## config.mk

```make
export PLATFORM = sky130hd
export DESIGN_NAME = riscv_dmem_arbiter
export DESIGN_NICKNAME = d
export VERILOG_FILES = /design/src/rtl/riscv_dmem_arbiter.sv
export SDC_FILE = /design/constraint.sdc
export NUM_CORES = 1
export LEC_CHECK = 0
export BUFFER_PORTS_ARGS = -buffer_cell sky130_fd_sc_hd__buf_2
export CAP_MARGIN = 10
export CORE_MARGIN = 2
export CORE_UTILIZATION = 42
export CTS_CLUSTER_SIZE = 25
export DETAILED_ROUTE_END_ITERATION = 7
export PLACE_DENSITY = 0.8
export SKIP_CTS_REPAIR_TIMING = 1
export SYNTH_ARGS = -nofsm -noshare
export SYNTH_HDL_FRONTEND = slang
export SYNTH_SLANG_ARGS = --single-unit
```

## constraint.sdc

```tcl
create_clock -name clk -period 2.78 [get_ports clk]
set_clock_uncertainty 0.2 [all_clocks]
set_input_delay 0.834 -clock clk [delete_from_list [all_inputs] [get_ports clk]]
set_output_delay 0.834 -clock clk [all_outputs]
set_load 0.01 [all_outputs]
```

## src/rtl/riscv_dmem_arbiter.sv

```systemverilog
// riscv_dmem_arbiter: shares the single-port data RAM between the core
// load/store unit (port 0) and the accelerator / sensor DMA (port 1).
// The core has fixed priority. A starvation guard force-grants port 1 after
// STARVE_LIMIT consecutive denied cycles. Port 1 may hold ownership for a
// locked burst of up to BURST_MAX beats.
// Grants are combinational. Read data is registered, with one cycle of latency.
// Optional: define RISCV_DMEM_ARB_STATS_EN to add the conflict_cnt output.
module riscv_dmem_arbiter #(
  parameter int unsigned AW           = 7,
  parameter int unsigned STARVE_LIMIT = 8,
  parameter int unsigned BURST_MAX    = 16,
  parameter int unsigned CW           = 5
) (
  input  logic          clk,
  input  logic          rst,
  // port 0: core load/store unit
  input  logic          p0_req,
  input  logic          p0_we,
  input  logic [AW-1:0] p0_addr,
  input  logic [31:0]   p0_wdata,
  output logic          p0_gnt,
  output logic          p0_rvalid,
  output logic [31:0]   p0_rdata,
  // port 1: accelerator / sensor DMA
  input  logic          p1_req,
  input  logic          p1_we,
  input  logic [AW-1:0] p1_addr,
  input  logic [31:0]   p1_wdata,
  input  logic          p1_lock,
  output logic          p1_gnt,
  output logic          p1_rvalid,
  output logic [31:0]   p1_rdata,
  // data RAM side
  output logic          mem_en,
  output logic          mem_we,
  output logic [AW-1:0] mem_addr,
  output logic [31:0]   mem_wdata,
  input  logic [31:0]   mem_rdata
`ifdef RISCV_DMEM_ARB_STATS_EN
  ,
  output logic [15:0]   conflict_cnt
`endif
);

  typedef enum logic {
    S_CPU = 1'b0,
    S_ACC = 1'b1
  } state_t;

  localparam logic [CW-1:0] STARVE_LIM_C = CW'(STARVE_LIMIT);
  localparam logic [CW-1:0] BURST_MAX_C  = CW'(BURST_MAX);
  localparam logic [CW-1:0] CNT_ONE      = CW'(1);
  // A one-beat burst limit makes the lock meaningless, so S_ACC is never entered.
  localparam logic          LOCK_EN      = (BURST_MAX > 1);

  state_t        state_q, state_d;
  logic [CW-1:0] starve_q, starve_d;
  logic [CW-1:0] burst_q, burst_d;
  logic          gnt0, gnt1;
  logic          force_p1;

  logic          p0_rvalid_q, p1_rvalid_q;
  logic [31:0]   p0_rdata_q, p1_rdata_q;

  // Arbitration: grant decision, starvation counter and burst tracking.
  always_comb begin
    state_d  = state_q;
    starve_d = starve_q;
    burst_d  = burst_q;
    gnt0     = 1'b0;
    gnt1     = 1'b0;
    force_p1 = 1'b0;
    if (!rst) begin
      case (state_q)
        S_CPU: begin
          force_p1 = p1_req && (starve_q >= STARVE_LIM_C);
          if (force_p1) begin
            gnt1 = 1'b1;
          end else if (p0_req) begin
            gnt0 = 1'b1;
          end else if (p1_req) begin
            gnt1 = 1'b1;
          end
          if (p1_req && !gnt1) begin
            starve_d = (starve_q == '1) ? starve_q : starve_q + CNT_ONE;
          end else begin
            starve_d = '0;
          end
          if (gnt1 && p1_lock && LOCK_EN) begin
            state_d = S_ACC;
            burst_d = CNT_ONE;
          end
        end
        S_ACC: begin
          starve_d = '0;
          if (p1_req) begin
            gnt1 = 1'b1;
            // The beat that ends the burst is still granted.
            if (!p1_lock || ((burst_q + CNT_ONE) == BURST_MAX_C)) begin
              state_d = S_CPU;
              burst_d = '0;
            end else begin
              burst_d = burst_q + CNT_ONE;
            end
          end else begin
            // Port 1 went idle: hand the RAM back to the core in this same cycle.
            gnt0    = p0_req;
            state_d = S_CPU;
            burst_d = '0;
          end
        end
        default: begin
          state_d  = S_CPU;
          starve_d = '0;
          burst_d  = '0;
        end
      endcase
    end
  end

  // Arbiter state registers.
  always_ff @(posedge clk) begin
    if (rst) begin
      state_q  <= S_CPU;
      starve_q <= '0;
      burst_q  <= '0;
    end else begin
      state_q  <= state_d;
      starve_q <= starve_d;
      burst_q  <= burst_d;
    end
  end

  // RAM-side mux: signals come from the granted port and are zero when idle.
  always_comb begin
    mem_en    = gnt0 | gnt1;
    mem_we    = 1'b0;
    mem_addr  = '0;
    mem_wdata = '0;
    if (gnt0) begin
      mem_we    = p0_we;
      mem_addr  = p0_addr;
      mem_wdata = p0_wdata;
    end else if (gnt1) begin
      mem_we    = p1_we;
      mem_addr  = p1_addr;
      mem_wdata = p1_wdata;
    end
  end

  // Read return path: capture RAM data on a read grant and pulse rvalid.
  always_ff @(posedge clk) begin
    if (rst) begin
      p0_rvalid_q <= 1'b0;
      p1_rvalid_q <= 1'b0;
      p0_rdata_q  <= '0;
      p1_rdata_q  <= '0;
    end else begin
      p0_rvalid_q <= gnt0 && !p0_we;
      p1_rvalid_q <= gnt1 && !p1_we;
      if (gnt0 && !p0_we) begin
        p0_rdata_q <= mem_rdata;
      end
      if (gnt1 && !p1_we) begin
        p1_rdata_q <= mem_rdata;
      end
    end
  end

  assign p0_gnt    = gnt0;
  assign p1_gnt    = gnt1;
  assign p0_rvalid = p0_rvalid_q;
  assign p1_rvalid = p1_rvalid_q;
  assign p0_rdata  = p0_rdata_q;
  assign p1_rdata  = p1_rdata_q;

`ifdef RISCV_DMEM_ARB_STATS_EN
  logic [15:0] conflict_q;

  // Count cycles in which both ports request, saturating at all-ones.
  always_ff @(posedge clk) begin
    if (rst) begin
      conflict_q <= '0;
    end else if (p0_req && p1_req && (conflict_q != '1)) begin
      conflict_q <= conflict_q + 16'd1;
    end
  end

  assign conflict_cnt = conflict_q;
`endif

endmodule

```

==> flow_summary_export.csv <==
group,metric,value,unit
critical_path,worst_setup_path_startpoint,"p0_req",
power_and_ir_drop,power.static_leakage,2.49,nW
synth,synth_top_family_by_area,"compound AO/OA/AOI/OAI gates",
floorplan,placeableCoreArea,0.00813,mm2
sta,finalCriticalPeriod,2930,ps
placement,dpl_cell_area,0.00469,mm2
floorplan,floorplan.die_area,0.00908,mm2
synth,avgSynthCellArea,8.76,um2
sta,timing_hold_violations_final,0,
critical_path,crit_required,1750,ps
cts,cts.root.buffer_cell,"sky130_fd_sc_hd__clkbuf_8",
drt,route.detailed.drc,0,
floorplan,floorplan.die.width,95.3,um
synth,post_synth_fa_ha_maj_area_fraction,1.43,%
critical_path,path_max_fanout,10,
synth,synth_mux_area_share,0.286,%
cts,cts_num_sinks,77,
sta,max-slew-margin-rel,57.7,%
critical_path,timing.reg2reg.setup_slack,760,ps
layout,fin_util,63.8,%
power_and_ir_drop,power_switching_share,26.2,%
flow_run,cap_viol_max_count,0,
floorplan,floorplan.initialDensity,43.1,%
power_and_ir_drop,clkPwrFrac,34.5,%
power_and_ir_drop,power.net_switching,0.639,mW
floorplan,io_pins,226,
cts,clkSlewWorstSetupHoldPaths,70,ps
cts,clock_network_latency_to_the_later_pin_of_the_worst_skew_pair,330,ps
sta,fmaxAchievable,0.341,GHz
power_and_ir_drop,power_per_cell_area,470,mW/mm2
layout,final_cell_count_no_fill,750,
layout,area_delta_synth_final,48.2,%
sta,final-max-slew-violation-count,0,
status,failing_checks,"setup timing",
global_route,grt_util_met3,5.53,%
layout,finish.net_count,751,
drt,routed_via_density,5.16,
synth,compound_gate_portion_of_the_synthesized_area,24.7,%
critical_path,end_kind,"output port",
placement,place_congestion,0.872,
critical_path,worstReg2RegStart,"starve_q[3]",
cts,cts_tree,"yes",
cts,cts.path.max_buffers,2,
critical_path,timing_worst_setup_path_type,"primary input to output port",
global_route,gr-max-usage-layer,"met2",
placement,port-buffer-count,225,
synth,synth_cell_types,41,
sta,postLayoutSetupSlackWorst,-154,ps
layout,summed_area_of_non_filler_cells_in_the_final_layout,0.00519,mm2
global_route,number_of_global_route_vias_before_repair,3409,
global_route,antenna_found_initial,7,
placement,hpwlAfterDp,9.23,mm
sta,max_slew.worst_pin.slew,634,ps
global_route,grt_remaining_overflow,0,
cts,cts-htree-levels,3,
drt,avgRoutedWirePerCell,17.0,um
critical_path,start_kind,"primary input",
synth,ys_ff_latch,77,
drt,via_count,3871,
global_route,globalRouteMet2Util,46.3,%
sta,timing.final.setup_violations,41,
synth,synthesized_instance_count,400,
drt,drt_pass1_iterations,4,
placement,pre_cts_slack,-206,ps
critical_path,worst_ep_arrival_time,1900,ps
layout,mostFrequentLayoutCell,"sky130_fd_sc_hd__buf_2",
layout,proportion_of_layout_cells_with_a_drive_suffix_above_1,47.7,%
synth,ys_warn_count,0,
global_route,total_routing_usage_reported_by_global_routing,24.9,%
floorplan,core.rowCount,33,
placement,place.detailed.instances,714,
power_and_ir_drop,peakVddDrop,406,uV
drt,routed_wirelength,12.8,mm
power_and_ir_drop,internal_power,1.80,mW
cts,tritoncts.num_buffers,9,
min_path,hold_path_startpoint,"p0_rdata[18]",
drt,dr.first_iter.drc_count,108,
power_and_ir_drop,seqPwrFrac,47.5,%
floorplan,die_h,95.3,um
power_and_ir_drop,design_power_total,2.44,mW
global_route,grt_first_pass_wirelength,16.9,mm
global_route,gr-usage-met1,26.3,%
synth,synth_sequential_area_ratio,44.0,%
sta,unrepaired_setup_endpoints_after_global_routing,"true",
layout,layout_common_cells,"sky130_fd_sc_hd__buf_2 (214), sky130_fd_sc_hd__nand2_1 (100), sky130_fd_sc_hd__dfxtp_1 (75)",
synth,synth-xor-area-share,0.750,%
power_and_ir_drop,pwr-share-comb,18.1,%
drt,final_antenna_net_count,0,
synth,synth_area,0.00350,mm2
synth,syn-num-nets,521,
sta,min_period_over_period,106,%
min_path,hold_path_class,"flip-flop to flip-flop",
global_route,pin_count_of_the_biggest_net_entering_global_routing,72,
synth,synth_simple_gate_area_share,22.4,%
status,status,"finished, violations left",
stage by stage:
step	hold slack (ps)	setup TNS [ps]
after global placement	239	-4550
after CTS	258	-6380
after floorplan	250	0
after global routing	276	-5940
final	253	-4120
after detailed placement	247	-6150
Yosys cell counts, drive strengths merged:
library cell | number | area share (%)
nand2 | 100 | 11
dfxtp | 77 | 44
a22o | 41 | 11
a21oi | 38 | 5.4
nand2b | 33 | 5.9
o21ai | 33 | 6.5
buf | 21 | 5.0
clkbuf | 9 | 0.96
nor2 | 9 | 0.96
ha | 4 | 1.4
inv | 4 | 0.43
nand3 | 3 | 0.43
nor3b | 3 | 0.79
nor4b | 3 | 1.6
o31ai | 3 | 0.64
xor2 | 2 | 0.50
a32o | 1 | 0.29
and2 | 1 | 0.18
and3 | 1 | 0.21
and3b | 1 | 0.25
mux2i | 1 | 0.29
nand3b | 1 | 0.21
nand4b | 1 | 0.25
nor2b | 1 | 0.18
o21ba | 1 | 0.29
o21bai | 1 | 0.21
o22ai | 1 | 0.18
o2bb2ai | 1 | 0.25
o41ai | 1 | 0.25
or2 | 1 | 0.18
or3b | 1 | 0.25
or4b | 1 | 0.29
xnor2 | 1 | 0.25
critical path, stage by stage:
cell and delay [ps]:
sky130_fd_sc_hd__buf_8 100, sky130_fd_sc_hd__nor4b_4 130, sky130_fd_sc_hd__nor3b_4 270, sky130_fd_sc_hd__buf_6 180
sky130_fd_sc_hd__buf_8 130, sky130_fd_sc_hd__a22o_1 130, sky130_fd_sc_hd__buf_2 130
path summary, 6_finish.rpt:
check	to	cells past startpoint
max	mem_wdata[5]	7
min	p0_rdata[18]	2
max reg2reg	p1_rdata[4]	5
min reg2reg	p0_rdata[18]	2
cell families after synthesis:
kind of cell,count (synthesis)
and+or+nand+nor,160
DFF,77
muxes,1
xor gates and xnor gates,3
adders and majority gates,4
AOI/OAI and AO/OA,121
buffers and inverters,34
area by class of cell:
class	count	area, um2
tap	105	131
sequential	77	1540
clock inverter	5	60.1
antenna	10	25.0
inverter	4	15.0
clock buffer	11	141
multi-input combinational	289	1800
timing repair buffer	249	1480
fill	720	2940
power by group through the flow:
stage          Clock (mW)  Sequential [mW]  Combinational [mW]
5_1_grt             0.904             1.16               0.475
3_3_place_gp            0             1.18               0.380
4_1_cts             0.861             1.16               0.389
6_report            0.841             1.16               0.441
2_1_floorplan           0             1.20               0.174
3_5_place_dp            0             1.18               0.387
state kept, by name, indices dropped and copies added, names as in the netlist:
register and count:
state_q 1, burst_q 5, p0_rvalid 1, p1_rvalid 1, starve_q 5, p0_rdata 32
p1_rdata 32
routing by layer:
metal	vias up	routed length [um]	share of wire (%)
met3	37	923	7.2
li1	1855	-	-
met4	0	707	5.5
met5	-	0	0
met1	1795	4600	36
met2	184	6530	51
Power figures use the tool's default switching activity.
